### src/rtl/lsu_pkg.sv
// Shared definitions for the load/store unit: funct3 size codes, FSM states
// and size decode helpers.
package lsu_pkg;

    localparam logic [2:0] F3_B  = 3'b000;
    localparam logic [2:0] F3_H  = 3'b001;
    localparam logic [2:0] F3_W  = 3'b010;
    localparam logic [2:0] F3_D  = 3'b011;
    localparam logic [2:0] F3_BU = 3'b100;
    localparam logic [2:0] F3_HU = 3'b101;
    localparam logic [2:0] F3_WU = 3'b110;

    typedef enum logic [1:0] {
        ST_IDLE  = 2'd0,
        ST_BEAT1 = 2'd1,
        ST_BEAT2 = 2'd2,
        ST_DONE  = 2'd3
    } lsu_state_e;

    // Low two funct3 bits carry the access size in log2 bytes.
    function automatic logic [3:0] size_bytes(input logic [1:0] size_code);
        logic [3:0] bytes;
        case (size_code)
            2'b00:   bytes = 4'd1;
            2'b01:   bytes = 4'd2;
            2'b10:   bytes = 4'd4;
            default: bytes = 4'd8;
        endcase
        return bytes;
    endfunction

    function automatic logic size_legal(input logic [2:0] funct3, input logic is_write,
                                        input logic wide);
        logic legal;
        case (funct3)
            F3_B, F3_H, F3_W: legal = 1'b1;
            F3_D:             legal = wide;
            F3_BU, F3_HU:     legal = ~is_write;
            F3_WU:            legal = wide & ~is_write;
            default:          legal = 1'b0;
        endcase
        return legal;
    endfunction

endpackage

### src/rtl/load_store_unit_align.sv
// Combinational lane logic: store data/strobe shifting across two beats and
// load extraction with sign or zero extension.
module load_store_unit_align #(
    parameter int DATA_WIDTH = 32
) (
    input  logic [$clog2(DATA_WIDTH/8)-1:0] off,
    input  logic [3:0]                      size,
    input  logic                            is_signed,
    input  logic [DATA_WIDTH-1:0]           wdata,
    input  logic [DATA_WIDTH-1:0]           lo_data,
    input  logic [DATA_WIDTH-1:0]           hi_data,
    output logic [DATA_WIDTH-1:0]           st_lo,
    output logic [DATA_WIDTH-1:0]           st_hi,
    output logic [DATA_WIDTH/8-1:0]         strb_lo,
    output logic [DATA_WIDTH/8-1:0]         strb_hi,
    output logic [DATA_WIDTH-1:0]           ld_result
);
    localparam int NB = DATA_WIDTH / 8;

    logic [2*NB-1:0]         size_mask_s;
    logic [2*NB-1:0]         strb_wide_s;
    logic [DATA_WIDTH-1:0]   lane_mask_s;
    logic [2*DATA_WIDTH-1:0] st_wide_s;
    logic [DATA_WIDTH-1:0]   ld_raw_s;
    logic                    sign_bit_s;

    // Shift the sized store into a double-width window; low half is beat 1.
    always_comb begin
        size_mask_s = ({{(2*NB-1){1'b0}}, 1'b1} << size) - {{(2*NB-1){1'b0}}, 1'b1};
        for (int i = 0; i < NB; i++) begin
            lane_mask_s[8*i +: 8] = {8{size_mask_s[i]}};
        end
        strb_wide_s = size_mask_s << off;
        st_wide_s   = {{DATA_WIDTH{1'b0}}, wdata & lane_mask_s} << {off, 3'b000};
        st_lo       = st_wide_s[DATA_WIDTH-1:0];
        st_hi       = st_wide_s[2*DATA_WIDTH-1:DATA_WIDTH];
        strb_lo     = strb_wide_s[NB-1:0];
        strb_hi     = strb_wide_s[2*NB-1:NB];
    end

    // Extract the addressed bytes from {hi,lo} and extend to full width.
    always_comb begin
        ld_raw_s = DATA_WIDTH'({hi_data, lo_data} >> {off, 3'b000});
        case (size)
            4'd1:    sign_bit_s = ld_raw_s[7];
            4'd2:    sign_bit_s = ld_raw_s[15];
            4'd4:    sign_bit_s = ld_raw_s[31];
            default: sign_bit_s = ld_raw_s[DATA_WIDTH-1];
        endcase
        ld_result = (ld_raw_s & lane_mask_s) |
                    ((is_signed & sign_bit_s) ? ~lane_mask_s : {DATA_WIDTH{1'b0}});
    end

endmodule

### src/rtl/load_store_unit.sv
// Multicycle load/store unit between control path and memory bus.
// Define UNALIGNED_EN to split unaligned accesses into two aligned beats.
module load_store_unit
    import lsu_pkg::*;
#(
    parameter int DATA_WIDTH = 32,
    parameter int ADDR_WIDTH = 32
) (
    input  logic                    clk,
    input  logic                    reset,
    input  logic                    req_valid,
    output logic                    req_ready,
    input  logic                    req_write,
    input  logic [2:0]              req_funct3,
    input  logic [ADDR_WIDTH-1:0]   req_addr,
    input  logic [DATA_WIDTH-1:0]   req_wdata,
    output logic                    resp_valid,
    output logic [DATA_WIDTH-1:0]   resp_rdata,
    output logic                    resp_err,
    output logic                    mem_read,
    output logic                    mem_write,
    output logic [ADDR_WIDTH-1:0]   mem_addr,
    output logic [DATA_WIDTH-1:0]   mem_wdata,
    output logic [DATA_WIDTH/8-1:0] mem_wstrb,
    input  logic [DATA_WIDTH-1:0]   mem_rdata,
    input  logic                    mem_response
);
    localparam int NB    = DATA_WIDTH / 8;
    localparam int OFF_W = $clog2(NB);
`ifdef UNALIGNED_EN
    localparam logic SPLIT_OK = 1'b1;
`else
    localparam logic SPLIT_OK = 1'b0;
`endif

    lsu_state_e state_r, next_state_s;

    logic [ADDR_WIDTH-1:0] addr_r;
    logic [OFF_W-1:0]      off_r;
    logic [3:0]            size_r;
    logic                  signed_r;
    logic                  write_r;
    logic [DATA_WIDTH-1:0] wdata_r;
`ifdef UNALIGNED_EN
    logic                  split_r;
    logic [DATA_WIDTH-1:0] lo_r;
`endif

    logic [OFF_W-1:0]      req_off_s;
    logic [ADDR_WIDTH-1:0] req_base_s;
    logic [3:0]            req_size_s;
    logic                  req_legal_s;
    logic                  req_split_s;
    logic                  accept_s;

    logic [OFF_W-1:0]      al_off_s;
    logic [3:0]            al_size_s;
    logic                  al_signed_s;
    logic [DATA_WIDTH-1:0] al_wdata_s, al_lo_s, al_hi_s;
    logic [DATA_WIDTH-1:0] st_lo_s, st_hi_s, ld_result_s;
    logic [NB-1:0]         strb_lo_s, strb_hi_s;

    logic                  beat1_s, beat2_s, bus_write_s;
    logic [ADDR_WIDTH-1:0] bus_base_s;
    logic                  nx_read_s, nx_write_s, nx_resp_valid_s, nx_resp_err_s;
    logic [ADDR_WIDTH-1:0] nx_addr_s;
    logic [DATA_WIDTH-1:0] nx_wdata_s, nx_rdata_s;
    logic [NB-1:0]         nx_wstrb_s;

    // Decode the incoming request: lane offset, size, legality and split.
    always_comb begin
        req_off_s   = req_addr[OFF_W-1:0];
        req_base_s  = {req_addr[ADDR_WIDTH-1:OFF_W], {OFF_W{1'b0}}};
        req_size_s  = size_bytes(req_funct3[1:0]);
        req_legal_s = size_legal(req_funct3, req_write, DATA_WIDTH == 64);
        req_split_s = (5'(req_off_s) + 5'(req_size_s)) > 5'(NB);
        accept_s    = (state_r == ST_IDLE) & req_valid;
    end

    // Lane logic sees the live request in IDLE so beat 1 can launch on acceptance.
    always_comb begin
        if (state_r == ST_IDLE) begin
            al_off_s    = req_off_s;
            al_size_s   = req_size_s;
            al_signed_s = ~req_funct3[2];
            al_wdata_s  = req_wdata;
            bus_write_s = req_write;
            bus_base_s  = req_base_s;
        end else begin
            al_off_s    = off_r;
            al_size_s   = size_r;
            al_signed_s = signed_r;
            al_wdata_s  = wdata_r;
            bus_write_s = write_r;
            bus_base_s  = addr_r;
        end
    end

`ifdef UNALIGNED_EN
    assign al_lo_s = (state_r == ST_BEAT2) ? lo_r : mem_rdata;
    assign al_hi_s = mem_rdata;
`else
    assign al_lo_s = mem_rdata;
    assign al_hi_s = {DATA_WIDTH{1'b0}};
`endif

    load_store_unit_align #(.DATA_WIDTH(DATA_WIDTH)) u_align (
        .off       (al_off_s),
        .size      (al_size_s),
        .is_signed (al_signed_s),
        .wdata     (al_wdata_s),
        .lo_data   (al_lo_s),
        .hi_data   (al_hi_s),
        .st_lo     (st_lo_s),
        .st_hi     (st_hi_s),
        .strb_lo   (strb_lo_s),
        .strb_hi   (strb_hi_s),
        .ld_result (ld_result_s)
    );

    // Next state; the final beat's data is extended as it arrives so DONE is registered.
    always_comb begin
        next_state_s    = state_r;
        beat1_s         = 1'b0;
        beat2_s         = 1'b0;
        nx_resp_valid_s = 1'b0;
        nx_resp_err_s   = 1'b0;
        nx_rdata_s      = {DATA_WIDTH{1'b0}};
        case (state_r)
            ST_IDLE: begin
                if (req_valid && (!req_legal_s || (req_split_s && !SPLIT_OK))) begin
                    next_state_s    = ST_DONE;
                    nx_resp_valid_s = 1'b1;
                    nx_resp_err_s   = 1'b1;
                end else if (req_valid) begin
                    next_state_s = ST_BEAT1;
                    beat1_s      = 1'b1;
                end else begin
                    next_state_s = ST_IDLE;
                end
            end
            ST_BEAT1: begin
                if (!mem_response) begin
                    next_state_s = ST_BEAT1;
                    beat1_s      = 1'b1;
`ifdef UNALIGNED_EN
                end else if (split_r) begin
                    next_state_s = ST_BEAT2;
                    beat2_s      = 1'b1;
`endif
                end else begin
                    next_state_s    = ST_DONE;
                    nx_resp_valid_s = 1'b1;
                    nx_rdata_s      = write_r ? {DATA_WIDTH{1'b0}} : ld_result_s;
                end
            end
`ifdef UNALIGNED_EN
            ST_BEAT2: begin
                if (!mem_response) begin
                    next_state_s = ST_BEAT2;
                    beat2_s      = 1'b1;
                end else begin
                    next_state_s    = ST_DONE;
                    nx_resp_valid_s = 1'b1;
                    nx_rdata_s      = write_r ? {DATA_WIDTH{1'b0}} : ld_result_s;
                end
            end
`endif
            ST_DONE: next_state_s = ST_IDLE;
            default: next_state_s = ST_IDLE;
        endcase
    end

    // Bus request for the beat entered on the next edge; the second beat wraps the address.
    always_comb begin
        nx_read_s  = (beat1_s | beat2_s) & ~bus_write_s;
        nx_write_s = (beat1_s | beat2_s) & bus_write_s;
        nx_addr_s  = beat2_s ? (bus_base_s + ADDR_WIDTH'(NB)) :
                     (beat1_s ? bus_base_s : {ADDR_WIDTH{1'b0}});
        nx_wdata_s = !nx_write_s ? {DATA_WIDTH{1'b0}} : (beat2_s ? st_hi_s : st_lo_s);
        nx_wstrb_s = !nx_write_s ? {NB{1'b0}} : (beat2_s ? strb_hi_s : strb_lo_s);
    end

    // State and registered outputs.
    always_ff @(posedge clk) begin
        if (reset) begin
            state_r    <= ST_IDLE;
            req_ready  <= 1'b1;
            resp_valid <= 1'b0;
            resp_err   <= 1'b0;
            resp_rdata <= {DATA_WIDTH{1'b0}};
            mem_read   <= 1'b0;
            mem_write  <= 1'b0;
            mem_addr   <= {ADDR_WIDTH{1'b0}};
            mem_wdata  <= {DATA_WIDTH{1'b0}};
            mem_wstrb  <= {NB{1'b0}};
        end else begin
            state_r    <= next_state_s;
            req_ready  <= (next_state_s == ST_IDLE);
            resp_valid <= nx_resp_valid_s;
            resp_err   <= nx_resp_err_s;
            resp_rdata <= nx_rdata_s;
            mem_read   <= nx_read_s;
            mem_write  <= nx_write_s;
            mem_addr   <= nx_addr_s;
            mem_wdata  <= nx_wdata_s;
            mem_wstrb  <= nx_wstrb_s;
        end
    end

    // Request capture on acceptance.
    always_ff @(posedge clk) begin
        if (reset) begin
            addr_r   <= {ADDR_WIDTH{1'b0}};
            off_r    <= {OFF_W{1'b0}};
            size_r   <= 4'd0;
            signed_r <= 1'b0;
            write_r  <= 1'b0;
            wdata_r  <= {DATA_WIDTH{1'b0}};
`ifdef UNALIGNED_EN
            split_r  <= 1'b0;
`endif
        end else if (accept_s) begin
            addr_r   <= req_base_s;
            off_r    <= req_off_s;
            size_r   <= req_size_s;
            signed_r <= ~req_funct3[2];
            write_r  <= req_write;
            wdata_r  <= req_wdata;
`ifdef UNALIGNED_EN
            split_r  <= req_split_s;
`endif
        end else begin
            addr_r   <= addr_r;
        end
    end

`ifdef UNALIGNED_EN
    // Low half of a split load, held for the second beat.
    always_ff @(posedge clk) begin
        if (reset) begin
            lo_r <= {DATA_WIDTH{1'b0}};
        end else if (state_r == ST_BEAT1 && mem_response) begin
            lo_r <= mem_rdata;
        end else begin
            lo_r <= lo_r;
        end
    end
`endif

endmodule

### config.mk
export PLATFORM = sky130hd
export DESIGN_NAME = load_store_unit
export DESIGN_NICKNAME = d
export VERILOG_FILES = /design/src/rtl/lsu_pkg.sv /design/src/rtl/load_store_unit_align.sv /design/src/rtl/load_store_unit.sv
export SDC_FILE = /design/constraint.sdc
export NUM_CORES = 1
export LEC_CHECK = 0
export ABC_CLOCK_PERIOD_IN_PS = 5000
export CORE_AREA = 2 2 129 144
export DETAILED_ROUTE_END_ITERATION = 10
export DIE_AREA = 0 0 131 146
export PLACE_DENSITY = 0.83
export SETUP_SLACK_MARGIN = 0.05
export SYNTH_ARGS = -nofsm -noshare
export SYNTH_HDL_FRONTEND = slang
export SYNTH_HIERARCHICAL = 1
export SYNTH_SLANG_ARGS = --single-unit
### constraint.sdc
create_clock -name clk -period 5 [get_ports clk]
set_input_delay 1 -clock clk [delete_from_list [all_inputs] [get_ports clk]]
set_output_delay 1 -clock clk [all_outputs]
set_load 0.1 [all_outputs]
==> impl_results.md, run 1 <==
* H-tree depth at 4
* Final Hold Vio Count at 0
* Peak supply drop at 0.2355 mV
* Buf/Inv on CP at 2
* DRT antenna net count at 0
* RSZ-0062 raised after global routing: false
* CP peak stage delay at between 0.5 and 0.6 ns
* Setup slack after layout at roughly 0.95 ns
* DR DRC count at 0
* Setup Skew at 0.01032 ns
* Die Wd at 131 um
* Routed wire per std cell at 16.02 um
* Total power at 3.902 mW
* Placed cell count at 1445
* Core ar. at 17550 sq um
* Worst setup EP type: register
* CTS tree: yes
* First-pass GRT wire length at approximately 38000 um
* Synth Cell Area at 8474 sq um
* Initial antenna violation count at 2
* Routability cong. at 0.8822
* Ys Warns at 6
* Period utilization at between 80% and 90%
* CTS Buffer Depth at 2
* Final setup fails at 0
* Mean area per synthesized cell at 8.148 sq um
* Routed vias/inst at around 5.4
* Crit path from: req_funct3[0]
* Worst R2R Path Depth at 12
* CTS clock-pin slew for the worst setup and hold paths at 0.07 ns
* CTS buffer count at 17
* Hold Crit Class: reg -> reg
* Cells after synthesis at 1040
* Critical R2R Capture: mem_wdata[29]$_SDFF_PP0_
* Slew @ Worst Pin at 1.057 ns
* R2R Setup Slk at 1.37 ns
* Setup_tns at 0 ns
* Die Y at 146 um
* Vias in the first global route at 7682
* Post-CTS Setup Bufs at 0
* Static Leak at 4.405 nW
* Slew Viols, Final at 0
* IO Count at 209
* Pwr dens at between 300 and 400 nW/um^2
* # hold bufs at CTS at 0
* # diodes at 0
* Reg-to-Reg Start: resp_valid$_SDFF_PP0_
* Startpoint types: primary input
* Row cnt at 51
* Clock sinks at 174
* Overall routing resource usage at 24.78%
* Min cycle time layout at 4.050 ns
* I/O Buffers at 206
* Layout cells sized above 1 at 11.95%
* First-pass iteration count of the detailed router at 5
* Largest net degree at the start of global routing at 73
* Area delta synth->final at 33.18%
* Max FO, Critical Path at 17
* NumNets Final at 1334
* Crit path DAT at 4.39 ns
* Worst skew pair latency at 0.43 ns
* Cell family with most CP delay: simple AND/OR/NAND/NOR gates
* Peak Freq at 246.9 MHz
* Critical Path, Cell by Cell: clkdlybuf4s50_1, nand2b_2, o21ai_0, or2_1, nor3_4, inv_2, ha_1, xor2_2, and2_1, a22oi_1, mux2i_1, a21boi_1
* Die footprint at 19130 sq um
* Post-DP HPWL at approximately 16000 um
* Status: finished, final reports clean
* Clk root buf: clkbuf_16
* Core Util, Final at 64.31%
* CP Data Required Time at between 5 and 6 ns
* GRT overflow at 0
* Non-filler instance count after layout at 1477
* Initial core utilization at 48.29%
* CP Depth at 12
* Relative slew slack at 29.43%
* Routed WL at 23670 um
* Starting DRT DRC Count at between 600 and 700
* Slowest CP cell: clkdlybuf4s50_1
* Filler Cells Inserted at ~1500
* DP Worst Slack at ~0.54 ns
* Post-CTS Resized at 0
* Max cap viols at 0
* Via count at a little under 8000
* Kind of critical path: in -> reg
* CP Capture Point: mem_wdata[29]$_SDFF_PP0_
power breakdown:
group          leakage [nW]  internal, mW  total (mW)  switching, mW
registers              1.41          1.45        1.48         0.0289
logic                  2.70         0.392        1.08          0.691
clock network         0.291         0.761        1.34          0.582
total                  4.41          2.60        3.90           1.30
routing by layer:
| layer | global-route usage [%] | share of wire [%] |
|---|---|---|
| met2 | 39.43 | 46 |
| met3 | 8.603 | 10 |
| met4 | 9.840 | 2.6 |
| met1 | 30.51 | 41 |
| met5 | 0 | 0.13 |
tightest hold or removal path, stage by stage, from the launching register on:
cell and delay (ns):
dfxtp_1 0.31, nand2_1 0.05, a21oi_1 0.05
layout make-up:
type	count	area (sq um)	area share (%)
well taps	238	297.8	2.639
repair buffers	225	2200	19.49
flip-flops and latches	174	3483	30.86
clock buffers	19	442.9	3.925
clock inverters	13	155.1	1.375
inverters	8	30.03	0.2661
multi-input cells	800	4677	41.44
sequential cells by signal, summed over array words and instances (netlist names), 2 cells and up:
name,count
mem_wdata,32
resp_rdata,32
wdata_r,32
addr_r,30
mem_addr,30
mem_wstrb,4
size_r,4
off_r,2
how the worst min path moves through the flow:
stage,start,endpoint,slack [ns],cells after the start
CTS,off_r[0]$_SDFFE_PP0P_,off_r[0]$_SDFFE_PP0P_,0.46,2
global placement,addr_r[25]$_SDFFE_PP0P_,addr_r[25]$_SDFFE_PP0P_,0.44,2
global route,wdata_r[3]$_SDFFE_PP0P_,wdata_r[3]$_SDFFE_PP0P_,0.47,2
detailed placement,wdata_r[3]$_SDFFE_PP0P_,wdata_r[3]$_SDFFE_PP0P_,0.45,2
finish,addr_r[27]$_SDFFE_PP0P_,addr_r[27]$_SDFFE_PP0P_,0.45,2
floorplan,addr_r[10]$_SDFFE_PP0P_,addr_r[10]$_SDFFE_PP0P_,0.43,2
cells in the final DEF (no fill, tap or decap), types with 17 or more instances in the layout:
cell type / instances
nor2_1: 30
a21boi_2: 20
nand2_1: 292
a21oi_1: 112
conb_1: 37
buf_4: 19
clkbuf_16: 17
clkdlybuf4s50_1: 205
and2_1: 42
nand3_1: 31
a31oi_1: 17
mux2_2: 46
mux2i_1: 27
dfxtp_1: 174
o21ai_0: 40
stage by stage:
step	area (sq um)	hold WS, ns
final	11290	0.4533
after global routing	11290	0.4697
after CTS	11290	0.4556
after detailed placement	10690	0.4465
after global placement	10690	0.4394
after floorplan	8610	0.4338
(Power assumes the default switching activity.)
==> run 2, diff against run 1 <==
- ABC_CLOCK_PERIOD_IN_PS: 5000 -> 3400
- CORE_AREA: 2 2 129 144 -> 2 2 136 151
- DIE_AREA: 0 0 131 146 -> 0 0 138 153
- PLACE_DENSITY: 0.83 -> 0.79
- clock period: 5 -> 3.4 ns (I/O delays scaled with it)
==> impl_results.md, run 2 (synthesis gave the netlist of run 1 again) <==
* Area delta synth->final at 35.26%
* Pwr dens at 518.6 nW/um^2 (+50%)
* Post-DP HPWL at 16480 um (+0.86%)
* Initial core utilization at 43.25% (-5.0 points)
* CTS tree: yes
* Routed wire per std cell at 15.93 um (-0.61%)
* Initial antenna violation count at 3 (+1)
* Worst R2R Path Depth at 12 (unchanged)
* Die footprint at 21110 sq um (+10%)
* Worst setup EP type: register
* I/O Buffers at 206 (unchanged)
* Core ar. at 19590 sq um (+12%)
* Hold_sp: wdata_r[24]$_SDFFE_PP0P_
* Routed WL at 24030 um (+1.5%)
* Proportion of power drawn by the clock network at 35.7% (+1.3 points)
* Leading cell types in the layout, fill and taps excluded: nand2_1 (292), clkdlybuf4s50_1 (182), dfxtp_1 (173)
* NumNets Final at 1352 (+1.3%)
* Via count at 7872 (-0.57%)
* DRT antenna net count at 0 (unchanged)
* Starting DRT DRC Count at 565 (-6.9%)
* Clk root buf: clkbuf_16
* Placed cell count at 1477 (+2.2%)
* Max FO, Critical Path at 8 (-9)
* Setup_tns at 0 ns (unchanged)
* Max cap viols at 0 (unchanged)
* Min cycle time layout at approximately 3.0 ns
* Largest net degree at the start of global routing at 71 (-2.7%)
* Startpoint types: primary input
* Kind of critical path: in -> reg
* Slew @ Worst Pin at 0.9910 ns (-0.06643 ns)
* Die Y at 153 um (+4.8%)
* CP Data Required Time at 3.75 ns (-1.59 ns)
* Final setup fails at 0 (unchanged)
* Post-CTS Setup Bufs at 0 (unchanged)
* Static Leak at 4.567 nW (+3.7%)
* Comb power frac at 27.8% (about the same)
* CTS Buffer Depth at 2 (unchanged)
* First-pass GRT wire length at 38690 um (+1.9%)
* Reg power frac at 36.5% (-1.4 points)
* Routed vias/inst at 5.217 (-2.7%)
* Crit path DAT at 3.32 ns (-1.07 ns)
* Final Hold Vio Count at 0 (unchanged)
* Worst skew pair latency at 0.42 ns (about the same)
* # hold bufs at CTS at 0 (unchanged)
* Reg-to-Reg Start: resp_valid$_SDFF_PP0_
* Slew Viols, Final at 0 (unchanged)
* Relative slew slack at 33.72% (+4.3 points)
* Setup Skew at 0.006427 ns (-0.003893 ns)
* Die Wd at 138 um (+5.3%)
* First-pass iteration count of the detailed router at 5 (unchanged)
* RSZ-0062 raised after global routing: false
* Hold Crit Class: reg -> reg
* Peak supply drop at 0.3621 mV (+54%)
* Critical R2R Capture: mem_wdata[30]$_SDFF_PP0_
* Layout cells sized above 1 at 15.21% (+3.3 points)
* GRT overflow at 0 (unchanged)
* Hold endpoint: wdata_r[24]$_SDFFE_PP0P_
* CTS buffer count at 17 (unchanged)
* IO Count at 209 (unchanged)
* Routability cong. at 0.8519 (-3.4%)
* Status: finished, final reports clean
* Internal power at 4.001 mW (+54%)
* Leading cell type in the layout, fill and taps excluded: nand2_1
* Non-filler instance count after layout at 1509 (+2.2%)
* H-tree depth at 4 (unchanged)
* Overall routing resource usage at 22.32% (-2.5 points)
* Post-CTS Resized at 0 (unchanged)
* Period utilization at 87.26%
* Vias in the first global route at 7480 (-2.6%)
* Clock sinks at 174 (unchanged)
* R2R Setup Slk at 0.55 ns (-0.82 ns)
* Sw power at 1.943 mW (+49%)
* Peak Freq at 337.1 MHz
* Biggest regs: mem_wdata (32), resp_rdata (32), wdata_r (32)
* CTS clock-pin slew for the worst setup and hold paths at 0.07 ns (about the same)
* Sw Share at 32.69% (-0.65 points)
* Row cnt at 54 (+5.9%)
* DR DRC count at 0 (unchanged)
* Worst hold path stage count at 2 (unchanged)
## run 2: cell types whose count changed in the layout (fill, tap and decap cells not counted), moves of 2 or more
cell             delta
bufinv_16           +2
buf_4              +38
buf_12              +3
clkinvlp_4          +2
clkdlybuf4s50_1    -23
clkinv_4            -3
inv_8               +3
## run 2: worst max-delay path, stage by stage
cell	delay [ns]
clkdlybuf4s50_1	0.58
nand2b_2	0.17
o21ai_0	0.10
or2_4	0.28
nor3_4	0.19
inv_2	0.06
ha_1	0.22
xor2_2	0.20
and2_1	0.37
a22oi_1	0.12
mux2i_1	0.17
a21boi_1	0.18
## run 2: per-layer routing
metal  track usage (%)  vias to the layer above  wire, um
met2             36.89                      299     11350
met5                 0                        -        23
li1                  -                     3879         -
met4             7.580                        4       487
met1             27.66                     3653     10180
met3             6.986                       37      1997
## run 2: worst max-delay path by stage
| stage | from | endpoint | slack [ns] | depth (start not counted) |
|---|---|---|---|---|
| after floorplan | resp_valid$_SDFF_PP0_ | mem_wdata[31]$_SDFF_PP0_ | 0.06 | 17 |
| after global placement | req_funct3[0] | mem_wdata[24]$_SDFF_PP0_ | 0.14 | 12 |
| after detailed placement | req_funct3[0] | mem_wdata[30]$_SDFF_PP0_ | 0.004 | 12 |
| after CTS | req_funct3[0] | mem_wdata[30]$_SDFF_PP0_ | 0.44 | 12 |
| after global routing | req_funct3[0] | mem_wdata[30]$_SDFF_PP0_ | 0.20 | 12 |
| final | req_funct3[0] | mem_wdata[30]$_SDFF_PP0_ | 0.43 | 12 |
## run 2: final cells by class
cell class              count  area, sq um
diodes                      1        2.502
clock buffers              17        425.4
clock inverters            14        207.7
fillers                  1734         8132
inverters                   8        30.03
multi-input cells         800         4679
flip-flops and latches    174         3487
well taps                 252        315.3
repair buffers            243         2315
## run 2: metrics by stage
stage | power [mW] | instance area (sq um) | worst slack [ns] | utilization [%] | hold slack [ns]
3_5_place_dp | 3.853 | 10830 | 0.003958 | 55.26 | 0.4465
4_1_cts | 5.970 | 11460 | 0.4411 | 58.49 | 0.4559
3_3_place_gp | 3.832 | 10830 | 0.1372 | 55.26 | 0.4391
6_report | 5.945 | 11460 | 0.4331 | 58.50 | 0.4555
5_1_grt | 6.203 | 11460 | 0.2032 | 58.49 | 0.4713
2_1_floorplan | 3.378 | 8623 | 0.06000 | - | 0.4338
## run 2: power groups by stage
| stage | clock (mW) | combinational, mW | sequential, mW |
|---|---|---|---|
| after floorplan | 0 | 0.932 | 2.45 |
| after global placement | 0 | 1.62 | 2.21 |
| after detailed placement | 0 | 1.64 | 2.22 |
| after CTS | 2.15 | 1.64 | 2.17 |
| after global routing | 2.24 | 1.79 | 2.18 |
| final | 2.12 | 1.65 | 2.17 |
==> run 3, diff against run 2 <==
- CORE_AREA: 2 2 136 151 -> 2 2 126 140
- DIE_AREA: 0 0 138 153 -> 0 0 128 142
- SLEW_MARGIN: unset -> 10
- SYNTH_HIERARCHICAL: 1 -> unset
==> impl_results.md, run 3 <==
* Synth cell types at 53
* Initial core utilization at 42.18% (-1.1 points)
* DP Worst Slack at -0.1555 ns (-0.1594 ns)
* Reg-to-Reg Start: resp_valid$_SDFF_PP0_
* Post-CTS Setup Bufs at 0 (unchanged)
* Vias in the first global route at 6151 (-18%)
* Static Leak at 3.994 nW (-13%)
* Hold endpoint: wdata_r[22]$_SDFFE_PP0P_
* Startpoint types: primary input
* Worst hold path stage count at 2 (unchanged)
* Row cnt at 50 (-7.4%)
* Routed wire per std cell at 15.21 um (-4.5%)
* Hold WS at 0.4533 ns (-0.002160 ns)
* Sequential fraction of the synthesis area at 49.26%
* Die Wd at 128 um (-7.2%)
* Kind of critical path: in -> reg
* Period utilization at 92.50% (+5.2 points)
* Peak supply drop at 0.3273 mV (-9.6%)
* Routability cong. at 0.9150 (+7.4%)
* Peak Freq at 318.0 MHz (-5.7%)
* Biggest regs: mem_wdata (32), resp_rdata (32), wdata_r (32)
* Post-CTS Resized at 0 (unchanged)
* Status: finished, final reports clean
* CTS clock-pin slew for the worst setup and hold paths at 0.06 ns (about the same)
* R2R Setup Slk at 0.54 ns (about the same)
* Final Hold Vio Count at 0 (unchanged)
* Hold Crit Class: reg -> reg
* Internal power at 3.631 mW (-9.3%)
* CTS buffer count at 17 (unchanged)
* Comb power frac at 22.3% (-5.5 points)
* Initial antenna violation count at 1 (-2)
* Crit path from: req_funct3[1]
* NumNets Final at 1175 (-13%)
* Pwr dens at 536.1 nW/um^2 (+3.4%)
* Post-synth EDFFs at 0
* CTS Buffer Depth at 2 (unchanged)
* First-pass GRT wire length at 31220 um (-19%)
* Via count at 6652 (-15%)
* Post-DP HPWL at 13760 um (-17%)
* Clock sinks at 174 (unchanged)
* Routed vias/inst at 5.161 (-1.1%)
* Register bit total from synthesis at 174
* Mean area per synthesized cell at 8.054 sq um (-1.2%)
* Clk root buf: clkbuf_16
* Worst R2R Path Depth at 10 (-2)
* GRT overflow at 0 (unchanged)
* I/O Buffers at 206 (unchanged)
* Overall routing resource usage at 21.45% (-0.87 points)
* Setup Skew at 0.01042 ns (+0.003992 ns)
* Most common library cells after synthesis: nand2_1 (302), dfxtp_1 (174), a21oi_1 (118), nor2_1 (53), clkbuf_1 (45)
* DR DRC count at 0 (unchanged)
* Routed WL at 19600 um (-18%)
* Starting DRT DRC Count at 485 (-14%)
* Die Y at 142 um (-7.2%)
* Max FO, Critical Path at 9 (+1)
* Min cycle time layout at 3.145 ns (+0.1780 ns)
* Hold_sp: wdata_r[22]$_SDFFE_PP0P_
* Main synth FF type: dfxtp_1
* Worst skew pair latency at 0.42 ns (about the same)
* CP Data Required Time at 3.74 ns (about the same)
* First-pass iteration count of the detailed router at 5 (unchanged)
* Proportion of power drawn by the clock network at 36.7% (+1.0 points)
* H-tree depth at 4 (unchanged)
* Final setup fails at 0 (unchanged)
* Critical R2R Capture: mem_wdata[25]$_SDFF_PP0_
* Synth top area share at 49.26%
* Share of flip-flops with an asynchronous set or reset at 0%
* Filler Cells Inserted at 1491 (-14%)
* Layout cells sized above 1 at 7.778% (-7.4 points)
* Leading cell types in the layout, fill and taps excluded: nand2_1 (301), clkdlybuf4s50_1 (196), dfxtp_1 (174)
* Sw power at 1.676 mW (-14%)
* Setup slack after layout at 0.2551 ns (-0.1780 ns)
* Largest area contributor in the netlist: dfxtp_1
* Largest net degree at the start of global routing at 73 (+2.8%)
* Cells after synthesis at 878 (-16%)
* Top cells by area in the synthesized netlist: dfxtp_1 (49%), nand2_1 (16%), a21oi_1 (8.4%), mux2i_1 (4.5%), nor2_1 (2.8%)
* Max cap viols at 0 (unchanged)
* # hold bufs at CTS at 0 (unchanged)
* Leading cell type in the layout, fill and taps excluded: nand2_1
* Crit path DAT at 3.49 ns (+0.17 ns)
* Sw Share at 31.58% (-1.1 points)
* Ys Warns at 0 (-6)
* IO Count at 209 (unchanged)
* Area delta synth->final at 39.97%
* Reg power frac at 41.0% (+4.5 points)
* Worst setup EP type: register
* Top-count cell post-synth: nand2_1
* Relative slew slack at 32.69% (-1.0 points)
* Slew Viols, Final at 0 (unchanged)
* DRT antenna net count at 0 (unchanged)
* CTS tree: yes
* Slew @ Worst Pin at 1.007 ns (+0.01545 ns)
* Core ar. at 16770 sq um (-14%)
* Die footprint at 18180 sq um (-14%)
* RSZ-0062 raised after global routing: false
* Synth Cell Area at 7072 sq um (-17%)
## run 3: cells by family (layout without fill, tap and decap cells)
family / count (synthesis) / after routing / synth area share, %
buffers and inverters: 65 / 266 / 3.910
other: 1 / 3 / 0.05303
flip-flops: 174 / 174 / 49.26
AND/OR/NAND/NOR: 400 / 400 / 22.72
XOR/XNOR: 5 / 5 / 0.6194
adder cells (fa/ha/maj): 4 / 4 / 0.8139
multiplexers: 34 / 34 / 5.042
AO/OA/AOI/OAI: 195 / 195 / 17.59
## run 3: critical path, stage by stage
cell,delay [ns]
clkdlybuf4s50_1,0.52
nor2b_1,0.26
ha_1,0.27
a2111oi_0,0.39
nor2_1,0.12
a211oi_1,0.29
o21ai_1,0.27
nand3b_1,0.47
nor2_1,0.20
## run 3: cell type report
type                            instances  area [sq um]  share of cell area [%]
Antenna cell                            1         2.502                 0.02528
Clock buffer                           21         480.5                   4.854
Clock inverter                         11         121.4                   1.226
Inverter                                8         30.03                  0.3034
Multi-Input combinational cell        640          3323                   33.57
Sequential cell                       174          3483                   35.19
Tap cell                              208         260.3                   2.629
Timing Repair Buffer                  226          2197                   22.20
## run 3: worst max path at each step
| stage | end | slack [ns] | cells after the start |
|---|---|---|---|
| floorplan | mem_wdata[24]$_SDFF_PP0_ | 0.06 | 11 |
| global placement | mem_wdata[5]$_SDFF_PP0_ | 0.01 | 9 |
| detailed placement | mem_wdata[3]$_SDFF_PP0_ | -0.16 | 9 |
| CTS | mem_wdata[6]$_SDFF_PP0_ | 0.28 | 9 |
| global route | mem_wdata[6]$_SDFF_PP0_ | 0.08 | 9 |
| finish | mem_wdata[6]$_SDFF_PP0_ | 0.26 | 9 |
## run 3: per-layer routing
layer	GRT usage (%)	routed length (um)
met3	5.301	1426
met5	0	0
met4	7.808	430
met1	27.38	8380
met2	35.29	9363
## run 3: stage by stage
step	TNS, ns	cell area, sq um	instances	utilization [%]	power (mW)
2_1_floorplan	0	7076	879	-	3.015
3_3_place_gp	0	9294	1256	55.43	3.389
3_5_place_dp	-1.136	9294	1256	55.43	3.395
4_1_cts	0	9896	1288	59.02	5.344
5_1_grt	0	9896	1288	59.02	5.536
6_report	0	9898	1289	59.04	5.307
## run 3: power groups by stage
stage | combinational, mW | clock, mW | sequential, mW
global placement | 1.17 | 0 | 2.22
detailed placement | 1.17 | 0 | 2.22
global route | 1.27 | 2.08 | 2.19
CTS | 1.18 | 1.99 | 2.18
floorplan | 0.574 | 0 | 2.44
finish | 1.18 | 1.95 | 2.18
